===== src/rtl/gtp_nout_vc_pkg.sv =====
// Shared types and constants for the GTP network output stage.
// Also holds the team crc16 word-update function (CCITT poly, MSB first).
package gtp_nout_pkg;

  typedef enum logic [1:0] {
    ST_IDLE = 2'd0,
    ST_PASS = 2'd1,
    ST_DROP = 2'd2
  } state_e;

  localparam int          VC_LSB_DEF = 6;
  localparam logic [15:0] CRC_SEED   = 16'h0000;
  localparam logic [15:0] CRC_POLY   = 16'h1021;

  typedef enum logic [2:0] {
    ERR_NONE       = 3'd0,
    ERR_CRC        = 3'd1,
    ERR_CRED_FULL  = 3'd2,
    ERR_CRED_SAT   = 3'd3,
    ERR_FRM_VC     = 3'd4,
    ERR_FRM_OVER   = 3'd5,
    ERR_FRM_SOP    = 3'd6,
    ERR_FRM_STRAY  = 3'd7
  } err_cause_e;

  typedef struct packed {
    logic        valid;
    logic        sop;
    logic        eop;
    logic [15:0] data;
  } gtp_word_t;

  function automatic logic [15:0] crc16_upd(input logic [15:0] crc, input logic [15:0] d);
    logic [15:0] c;
    logic        fb;
    c = crc;
    for (int i = 15; i >= 0; i--) begin
      fb = c[15] ^ d[i];
      c  = {c[14:0], 1'b0} ^ (fb ? CRC_POLY : 16'h0000);
    end
    return c;
  endfunction

endpackage


===== src/rtl/gtp_nout_vc_if.sv =====
// GTP back-end / XBI output-port bundle of the network output stage.
interface gtp_nout_vc_if #(
  parameter int NUM_VC = 3,
  parameter int OFF_W  = 6
);
  logic              i_gtp_in_valid;
  logic              i_gtp_in_sop;
  logic              i_gtp_in_eop;
  logic [15:0]       i_gtp_in_data;
  logic [NUM_VC-1:0] o_gtp_in_vc_deq;
  logic [NUM_VC-1:0] o_xbi_nout_enq;
  logic [OFF_W-1:0]  o_xbi_nout_offset;
  logic              o_xbi_nout_eop;
  logic [15:0]       o_xbi_nout_data;
  logic [NUM_VC-1:0] i_xbi_nout_full;
  logic [NUM_VC-1:0] i_xbar_credit;
  logic              o_error_crc;
  logic              o_error_credit;
  logic              o_error_frame;

  modport master (
    output i_gtp_in_valid, i_gtp_in_sop, i_gtp_in_eop, i_gtp_in_data,
    output i_xbi_nout_full, i_xbar_credit,
    input  o_gtp_in_vc_deq, o_xbi_nout_enq, o_xbi_nout_offset, o_xbi_nout_eop,
    input  o_xbi_nout_data, o_error_crc, o_error_credit, o_error_frame
  );

  modport slave (
    input  i_gtp_in_valid, i_gtp_in_sop, i_gtp_in_eop, i_gtp_in_data,
    input  i_xbi_nout_full, i_xbar_credit,
    output o_gtp_in_vc_deq, o_xbi_nout_enq, o_xbi_nout_offset, o_xbi_nout_eop,
    output o_xbi_nout_data, o_error_crc, o_error_credit, o_error_frame
  );
endinterface


===== src/rtl/gtp_nout_vc_credit_return_ctr.sv =====
// One VC's pending-credit counter: accepts up to two credit events per cycle
// and drains them as single-cycle deq pulses, saturating on overflow.
module credit_return_ctr #(
  parameter int PEND_W = 4
) (
  input  logic clk,
  input  logic rst_n,
  input  logic i_xbar,
  input  logic i_local,
  output logic o_deq,
  output logic o_sat
);
  localparam int            TW       = PEND_W + 2;
  localparam logic [TW-1:0] PEND_MAX = TW'((1 << PEND_W) - 1);

  logic [PEND_W-1:0] pend_q, pend_d;
  logic              deq_q, deq_d;
  logic [TW-1:0]     tot, rem;

  always_comb begin
    tot    = TW'(pend_q) + TW'(i_xbar) + TW'(i_local);
    deq_d  = (tot != '0);
    rem    = tot - TW'(deq_d);
    pend_d = rem[PEND_W-1:0];
    o_sat  = 1'b0;
    if (rem > PEND_MAX) begin
      pend_d = PEND_MAX[PEND_W-1:0];
      o_sat  = 1'b1;
    end
  end

  always_ff @(posedge clk) begin
    if (!rst_n) begin
      pend_q <= '0;
      deq_q  <= 1'b0;
    end else begin
      pend_q <= pend_d;
      deq_q  <= deq_d;
    end
  end

  assign o_deq = deq_q;
endmodule


===== src/rtl/gtp_nout_vc.sv =====
// GTP network output stage: VC decode, CRC16 check, XBI enqueue with abort,
// and lossless per-VC credit return.
module gtp_nout_vc
  import gtp_nout_pkg::*;
#(
  parameter int NUM_VC    = 3,
  parameter int MAX_WORDS = 64,
  parameter int VC_LSB    = VC_LSB_DEF,
  parameter int PEND_W    = 4
) (
  input  logic          clk_gtp,
  input  logic          rst_gtp_n,
  gtp_nout_vc_if.slave  bus
);
  localparam int               OFF_W    = $clog2(MAX_WORDS);
  localparam int               VC_W     = (NUM_VC > 1) ? $clog2(NUM_VC) : 1;
  localparam logic [OFF_W-1:0] LAST_OFF = OFF_W'(MAX_WORDS - 1);

  gtp_word_t         in_w;
  state_e            state_q, state_d;
  logic [NUM_VC-1:0] vc_oh_q, vc_oh_d;
  logic [OFF_W-1:0]  cnt_q, cnt_d;
  logic [15:0]       crc_q, crc_d;
  logic [NUM_VC-1:0] enq_q, enq_d;
  logic [OFF_W-1:0]  off_q, off_d;
  logic [15:0]       data_q, data_d;
  logic              eop_q, eop_d;
  logic              err_crc_q, err_crc_d;
  logic              err_credit_q, err_credit_d;
  logic              err_frame_q, err_frame_d;
  logic              err_full;
  logic [NUM_VC-1:0] local_cr, xbar_cr, deq, sat;
  logic [VC_W-1:0]   vc_fld;
  logic [NUM_VC-1:0] vc_new;
  logic              vc_legal, vc_full;

  assign in_w    = {bus.i_gtp_in_valid, bus.i_gtp_in_sop, bus.i_gtp_in_eop, bus.i_gtp_in_data};
  assign xbar_cr = bus.i_xbar_credit;

  always_comb begin
    vc_fld   = in_w.data[VC_LSB +: VC_W];
    vc_legal = ({1'b0, vc_fld} < (VC_W+1)'(NUM_VC));
    for (int i = 0; i < NUM_VC; i++) vc_new[i] = (vc_fld == VC_W'(i));
    vc_full  = |(vc_new & bus.i_xbi_nout_full);
  end

  always_comb begin
    state_d     = state_q;
    vc_oh_d     = vc_oh_q;
    cnt_d       = cnt_q;
    crc_d       = crc_q;
    enq_d       = (state_q == ST_PASS) ? vc_oh_q : '0;
    off_d       = off_q;
    data_d      = data_q;
    eop_d       = 1'b0;
    err_crc_d   = 1'b0;
    err_full    = 1'b0;
    err_frame_d = 1'b0;
    local_cr    = '0;
    if (in_w.valid) begin
      if (in_w.sop) begin
        // A SOP mid-packet aborts the old packet, then is decoded like a fresh one.
        if (state_q == ST_PASS) begin
          err_frame_d = 1'b1;
          local_cr    = vc_oh_q;
          enq_d       = '0;
        end
        if (!vc_legal) begin
          err_frame_d = 1'b1;
          enq_d       = '0;
          state_d     = in_w.eop ? ST_IDLE : ST_DROP;
        end else if (vc_full) begin
          err_full = 1'b1;
          enq_d    = '0;
          state_d  = in_w.eop ? ST_IDLE : ST_DROP;
        end else begin
          vc_oh_d = vc_new;
          off_d   = '0;
          data_d  = in_w.data;
          cnt_d   = OFF_W'(1);
          crc_d   = crc16_upd(CRC_SEED, in_w.data);
          if (in_w.eop) begin
            // sop+eop word carries only the CRC of an empty body
            state_d = ST_IDLE;
            if (in_w.data == CRC_SEED) begin
              enq_d = vc_new;
              eop_d = 1'b1;
            end else begin
              enq_d     = '0;
              err_crc_d = 1'b1;
              local_cr  = local_cr | vc_new;
            end
          end else begin
            state_d = ST_PASS;
            enq_d   = vc_new;
          end
        end
      end else begin
        case (state_q)
          ST_IDLE: err_frame_d = 1'b1;
          ST_PASS: begin
            if (in_w.eop) begin
              state_d = ST_IDLE;
              off_d   = cnt_q;
              data_d  = in_w.data;
              if (in_w.data == crc_q) begin
                enq_d = vc_oh_q;
                eop_d = 1'b1;
              end else begin
                enq_d     = '0;
                err_crc_d = 1'b1;
                local_cr  = vc_oh_q;
              end
            end else if (cnt_q == LAST_OFF) begin
              // last slot is reserved for the CRC word
              state_d     = ST_DROP;
              enq_d       = '0;
              err_frame_d = 1'b1;
              local_cr    = vc_oh_q;
            end else begin
              enq_d  = vc_oh_q;
              off_d  = cnt_q;
              data_d = in_w.data;
              cnt_d  = cnt_q + OFF_W'(1);
              crc_d  = crc16_upd(crc_q, in_w.data);
            end
          end
          ST_DROP: if (in_w.eop) state_d = ST_IDLE;
          default: state_d = ST_IDLE;
        endcase
      end
    end
    err_credit_d = err_full | (|sat);
  end

  always_ff @(posedge clk_gtp) begin
    if (!rst_gtp_n) begin
      state_q      <= ST_IDLE;
      vc_oh_q      <= '0;
      cnt_q        <= '0;
      crc_q        <= CRC_SEED;
      enq_q        <= '0;
      off_q        <= '0;
      data_q       <= '0;
      eop_q        <= 1'b0;
      err_crc_q    <= 1'b0;
      err_credit_q <= 1'b0;
      err_frame_q  <= 1'b0;
    end else begin
      state_q      <= state_d;
      vc_oh_q      <= vc_oh_d;
      cnt_q        <= cnt_d;
      crc_q        <= crc_d;
      enq_q        <= enq_d;
      off_q        <= off_d;
      data_q       <= data_d;
      eop_q        <= eop_d;
      err_crc_q    <= err_crc_d;
      err_credit_q <= err_credit_d;
      err_frame_q  <= err_frame_d;
    end
  end

  credit_return_ctr #(.PEND_W(PEND_W)) u_cr [NUM_VC-1:0] (
    .clk     (clk_gtp),
    .rst_n   (rst_gtp_n),
    .i_xbar  (xbar_cr),
    .i_local (local_cr),
    .o_deq   (deq),
    .o_sat   (sat)
  );

  assign bus.o_gtp_in_vc_deq   = deq;
  assign bus.o_xbi_nout_enq    = enq_q;
  assign bus.o_xbi_nout_offset = off_q;
  assign bus.o_xbi_nout_eop    = eop_q;
  assign bus.o_xbi_nout_data   = data_q;
  assign bus.o_error_crc       = err_crc_q;
  assign bus.o_error_credit    = err_credit_q;
  assign bus.o_error_frame     = err_frame_q;
endmodule


===== src/flat_wrapper.sv =====
// flat-port wrapper written by rule: the top's interface ports become plain ports
module gtp_nout_vc_flat import gtp_nout_pkg::*;
#(
  parameter int NUM_VC    = 3,
  parameter int MAX_WORDS = 64,
  parameter int VC_LSB    = VC_LSB_DEF,
  parameter int PEND_W    = 4
)
  (clk_gtp, rst_gtp_n, bus_i_gtp_in_valid, bus_i_gtp_in_sop, bus_i_gtp_in_eop, bus_i_gtp_in_data, bus_i_xbi_nout_full, bus_i_xbar_credit, bus_o_gtp_in_vc_deq, bus_o_xbi_nout_enq, bus_o_xbi_nout_offset, bus_o_xbi_nout_eop, bus_o_xbi_nout_data, bus_o_error_crc, bus_o_error_credit, bus_o_error_frame);
  gtp_nout_vc_if #(.NUM_VC(NUM_VC)) bus_i ();
  input  logic clk_gtp;
  input  logic rst_gtp_n;
  input wire logic [$bits(bus_i.i_gtp_in_valid)-1:0] bus_i_gtp_in_valid;
  input wire logic [$bits(bus_i.i_gtp_in_sop)-1:0] bus_i_gtp_in_sop;
  input wire logic [$bits(bus_i.i_gtp_in_eop)-1:0] bus_i_gtp_in_eop;
  input wire logic [$bits(bus_i.i_gtp_in_data)-1:0] bus_i_gtp_in_data;
  input wire logic [$bits(bus_i.i_xbi_nout_full)-1:0] bus_i_xbi_nout_full;
  input wire logic [$bits(bus_i.i_xbar_credit)-1:0] bus_i_xbar_credit;
  output wire logic [$bits(bus_i.o_gtp_in_vc_deq)-1:0] bus_o_gtp_in_vc_deq;
  output wire logic [$bits(bus_i.o_xbi_nout_enq)-1:0] bus_o_xbi_nout_enq;
  output wire logic [$bits(bus_i.o_xbi_nout_offset)-1:0] bus_o_xbi_nout_offset;
  output wire logic [$bits(bus_i.o_xbi_nout_eop)-1:0] bus_o_xbi_nout_eop;
  output wire logic [$bits(bus_i.o_xbi_nout_data)-1:0] bus_o_xbi_nout_data;
  output wire logic [$bits(bus_i.o_error_crc)-1:0] bus_o_error_crc;
  output wire logic [$bits(bus_i.o_error_credit)-1:0] bus_o_error_credit;
  output wire logic [$bits(bus_i.o_error_frame)-1:0] bus_o_error_frame;
  assign bus_i.i_gtp_in_valid = bus_i_gtp_in_valid;
  assign bus_i.i_gtp_in_sop = bus_i_gtp_in_sop;
  assign bus_i.i_gtp_in_eop = bus_i_gtp_in_eop;
  assign bus_i.i_gtp_in_data = bus_i_gtp_in_data;
  assign bus_i.i_xbi_nout_full = bus_i_xbi_nout_full;
  assign bus_i.i_xbar_credit = bus_i_xbar_credit;
  assign bus_o_gtp_in_vc_deq = bus_i.o_gtp_in_vc_deq;
  assign bus_o_xbi_nout_enq = bus_i.o_xbi_nout_enq;
  assign bus_o_xbi_nout_offset = bus_i.o_xbi_nout_offset;
  assign bus_o_xbi_nout_eop = bus_i.o_xbi_nout_eop;
  assign bus_o_xbi_nout_data = bus_i.o_xbi_nout_data;
  assign bus_o_error_crc = bus_i.o_error_crc;
  assign bus_o_error_credit = bus_i.o_error_credit;
  assign bus_o_error_frame = bus_i.o_error_frame;
  gtp_nout_vc #(.NUM_VC(NUM_VC), .MAX_WORDS(MAX_WORDS), .VC_LSB(VC_LSB), .PEND_W(PEND_W)) u_core (.clk_gtp(clk_gtp), .rst_gtp_n(rst_gtp_n), .bus(bus_i));
endmodule

===== config.mk =====
export PLATFORM = sky130hd
export DESIGN_NAME = gtp_nout_vc_flat
export DESIGN_NICKNAME = d
export VERILOG_FILES = /design/src/rtl/gtp_nout_vc_pkg.sv /design/src/rtl/gtp_nout_vc_if.sv /design/src/rtl/gtp_nout_vc_credit_return_ctr.sv /design/src/rtl/gtp_nout_vc.sv /design/src/flat_wrapper.sv
export SDC_FILE = /design/constraint.sdc
export NUM_CORES = 1
export LEC_CHECK = 0
export ABC_AREA = 1
export ABC_CLOCK_PERIOD_IN_PS = 4200
export CELL_PAD_IN_SITES_DETAIL_PLACEMENT = 1
export CELL_PAD_IN_SITES_GLOBAL_PLACEMENT = 1
export CORE_AREA = 3 3 118 120
export DETAILED_ROUTE_END_ITERATION = 12
export DIE_AREA = 0 0 121 123
export GPL_TIMING_DRIVEN = 0
export PLACE_DENSITY_LB_ADDON = 0.1
export SYNTH_ARGS = -nofsm -noshare
export SYNTH_HDL_FRONTEND = slang
export SYNTH_HIERARCHICAL = 1
export SYNTH_SLANG_ARGS = --single-unit

===== constraint.sdc =====
create_clock -name clk_gtp -period 4.2 [get_ports clk_gtp]
set_input_delay 0.42 -clock clk_gtp [delete_from_list [all_inputs] [get_ports clk_gtp]]
set_output_delay 0.42 -clock clk_gtp [all_outputs]
set_load 0.01 [all_outputs]

==> implementation parameters <==
Parameter                              Value

Status
  Run status ... finished clean

Detailed routing
  Antenna Violating Nets Remaining ... 0
  Number of detailed-route iterations in the first pass ... 5
  Avg Vias per Cell ... 5.19
  Aggregate routed wire length ... 17.8 mm
  Drt wl/cell ... 17.3 um
  Post-route DRC ... 0
  Starting DRT DRC Count ... 179
  Vias post-DR ... 5,322

Setup path
  Delay-heaviest family, CP ... simple AND/OR/NAND/NOR gates
  Worst reg2reg path startpoint ... u_core/crc_q[13]
  CP Buf/Inv Count ... 4
  Worst-path maximum fanout ... 5
  Endpoint kind of the worst setup timing path ... register
  Worst path most repeated cell ... nand2_1
  Critical path required time ... 4410 ps
  Arrival time reported for the critical path endpoint ... 4130 ps
  Worst reg2reg path depth ... 26
  Critical path's largest stage delay ... 400 ps
  Setup CP Type ... in2reg
  Cell with the largest stage delay on the worst path ... fa_1
  Reg-to-reg critical path endpoint ... u_core/bus.o_error_credit
  R2r setup slk ... 290 ps
  Startpoint type of the worst setup path ... input port

Floorplan
  Num ports ... 59
  Die Wd ... 121 um
  Starting density of the core ... 39.1%
  Area of the die ... 14,900 um^2
  Core region area ... 13,100 um^2
  Standard-cell row count ... 42
  Die Height ... 123 um

STA
  Final max-slew violation count ... 0
  Clock tree skew after final layout ... 9.82 ps
  Relative max-transition margin ... 54.6%
  Highest clock frequency the design can meet ... 0.255 GHz
  Hold violation total from the final report ... 0
  Post-route setup slack ... 274 ps
  Crit path time final ... 3930 ps
  Worst-Margin Slew ... 680 ps
  Final count of negative-setup-slack endpoints ... 0
  Final period util ... 93.5%

Cells and area
  Antenna diodes ... 0
  Fraction of final layout cells sized beyond drive strength 1 ... 16.6%
  Area Overhead vs Synth ... 23.4%
  Final net count ... 885
  End-of-flow core utilization ... 48.2%

Min path
  Hold crit path type ... in2reg
  Worst hold path stage count ... 3
  Hold path startpoint ... bus_i_gtp_in_data[6]
  Hold worst-path end ... u_core/bus.o_xbi_nout_data[6]

Run
  Max-cap check violation count ... 0

Place
  RePlAce Congestion ... 0.879
  Quantity of I/O buffers inserted on ports ... 52
  Worst setup slack after placement ... -886 ps
  Half-perimeter wire length after detailed placement ... 14.0 mm

Clock tree
  CTS tree ... built
  CTS H-Tree Depth ... 3
  Clock-pin slew on the worst setup and hold paths ... 60 ps
  Clock buffer depth ... 2
  Source-to-sink clock delay at the later pin of the worst-skew pair ... 350 ps
  Total CTS buffers ... 9
  # hold bufs at CTS ... 0
  Clk sinks ... 71
  Clock root cell ... clkbuf_16

Yosys
  Number of warnings printed during yosys synthesis ... 6
  Dominant cells by area after synthesis ... dfxtp_1, nand2_1, inv_1
  Synth cell count leaders ... nand2_1, inv_1, dfxtp_1, nand3_1, nor2_1
  Netlist area before placement ... 5110 um^2
  Leading cell type by number of instances after synthesis ... nand2_1
  Sequential area share after synthesis ... 27.8%
  Biggest area consumer among synthesized cells ... dfxtp_1
  Number of nets in the synthesized netlist ... 816
  Share of flip-flops with an asynchronous set or reset after synthesis ... 0%
  Synth Instances ... 776
  Synth unique cells ... 49
  Count of state elements after synthesis ... 71
  Average instance area after synthesis ... 6.59 um^2
  Primary FF master, synth ... dfxtp_1
  Portion of synthesized cell area occupied by the leading cell type ... 27.8%
  EDFF count, synth ... 0

Pwr
  Power Density ... 469 nW/um^2
  Leakage power total ... 3.04 nW
  Peak supply drop ... 0.276 mV

Global route
  Number of global-route vias before repair ... 5,487
  Number of antenna violations at the first check in global routing ... 0
  Largest net degree at the start of global routing ... 17
  Global-route usage over all layers ... 24.4%
  Global route overflow ... 0
  Global-route wire length before repair ... 28.2 mm
==> layer usage <==
| metal | global-route usage, % | routed length, um |
|---|---|---|
| met5 | 0 | 0 |
| met4 | 11.0 | 543 |
| met3 | 3.98 | 788 |
| met2 | 42.4 | 8890 |
| met1 | 29.6 | 7550 |
==> cell type report <==
cell class                 instances  area [um^2]
clock inverter                     7         77.6
sequential                        71         1420
inverter                         120          463
tap                              176          220
buffer                            22          166
fill                            1748         6780
timing repair buffer              58          554
clock buffer                       9          225
multi-input combinational        563         3180
==> kinds of logic (layout without fill, tap and decap cells) <==
| family | after synthesis | count (layout) | synth area share (%) |
|---|---|---|---|
| flops | 71 | 71 | 27.8 |
| fa+ha+maj | 13 | 13 | 3.62 |
| compound gates | 111 | 111 | 12.9 |
| xor+xnor | 37 | 37 | 6.63 |
| simple gates | 402 | 402 | 36.8 |
| buf+inv | 142 | 216 | 12.2 |
==> layout by cell type, fill, tap and decap left out, types with 5 or more instances in the layout <==
cell | netlist | layout
nor2_2 | 3 | 6
inv_2 | 10 | 15
a31oi_1 | 5 | 5
clkbuf_1 | 6 | 6
buf_6 | 8 | 8
clkbuf_16 | 0 | 9
nand2_1 | 202 | 197
nand2_2 | 29 | 34
xnor2_1 | 12 | 10
xor2_1 | 23 | 20
nand4_1 | 10 | 10
nand3_2 | 6 | 6
o21ai_0 | 36 | 35
dlygate4sd2_1 | 0 | 9
buf_4 | 2 | 8
clkdlybuf4s50_1 | 0 | 40
o21ai_1 | 5 | 6
nand3_1 | 71 | 71
inv_1 | 106 | 101
a21oi_1 | 48 | 47
ha_1 | 10 | 8
nor2_1 | 54 | 50
nand3b_1 | 7 | 7
dfxtp_1 | 71 | 69
==> stage by stage <==
| stage | cell area, um^2 | power, W | hold slack, ps | std cells | setup TNS, ps |
|---|---|---|---|---|---|
| floorplan | 5110 | 0.00179 | 430 | 776 | 0 |
| global placement | 5850 | 0.00208 | 449 | 1004 | -6280 |
| detailed placement | 5850 | 0.00215 | 452 | 1004 | -8230 |
| CTS | 6230 | 0.00297 | 354 | 1024 | 0 |
| global route | 6310 | 0.00320 | 379 | 1026 | -3.94 |
| finish | 6310 | 0.00296 | 366 | 1026 | 0 |
==> worst reg2reg max path, stage by stage, from the launching register on <==
cell and delay [ps]:
dfxtp_1 450, xor2_4 260, nor2_1 80, nand2_1 130, nor2_4 70, nand2_1 100, nand2_2 90, nand2_1 100
nand2_1 70, a21oi_2 160, inv_1 80, fa_1 400, inv_2 100, ha_2 220, inv_1 60, nand2_2 80
nand2_1 80, nor2_1 90, nand4_1 120, ha_1 220, ha_1 210, nand3_2 100, nand2_2 60, nand3_2 110
nand2_1 110, nor3_2 130, a21oi_1 80
==> power by group <==
group	switching (W)	internal, W	total (W)
Clock	0.000334	0.000466	0.000800
Sequential	0.0000715	0.000770	0.000841
Combinational	0.000809	0.000510	0.00132
Total	0.00121	0.00175	0.00296
==> repair_timing <==
item                                    4_1_cts  5_1_grt
pin swaps                                     4        5
buffers inserted                              4        2
resized for setup                            27       22
endpoints found under the setup margin       13       13
==> sequential cells by signal (all words and copies together) (netlist names) <==
signal,flops
u_core/bus.o_error_credit,1
u_core/state_q,2
u_core/bus.o_xbi_nout_eop,1
u_core/bus.o_xbi_nout_data,16
u_core/u_cr/o_deq,3
u_core/crc_q,16
u_core/bus.o_xbi_nout_enq,3
u_core/bus.o_error_crc,1
u_core/bus.o_error_frame,1
u_core/u_cr/pend_q,12
u_core/bus.o_xbi_nout_offset,6
u_core/vc_oh_q,3
u_core/cnt_q,6
==> worst max-delay path by stage <==
| stage | startpoint | to | depth (start not counted) |
|---|---|---|---|
| 2_1_floorplan | bus_i_gtp_in_data[6] | u_core/bus.o_error_credit | 23 |
| 3_3_place_gp | bus_i_gtp_in_data[12] | u_core/bus.o_error_credit | 26 |
| 3_5_place_dp | bus_i_gtp_in_data[12] | u_core/bus.o_error_credit | 26 |
| 4_1_cts | u_core/cnt_q[1] | u_core/bus.o_error_credit | 26 |
| 5_1_grt | bus_i_gtp_in_data[15] | u_core/bus.o_error_credit | 27 |
| 6_report | bus_i_gtp_in_data[2] | u_core/bus.o_error_credit | 27 |
Note: power is estimated with default switching activity, not from simulation.
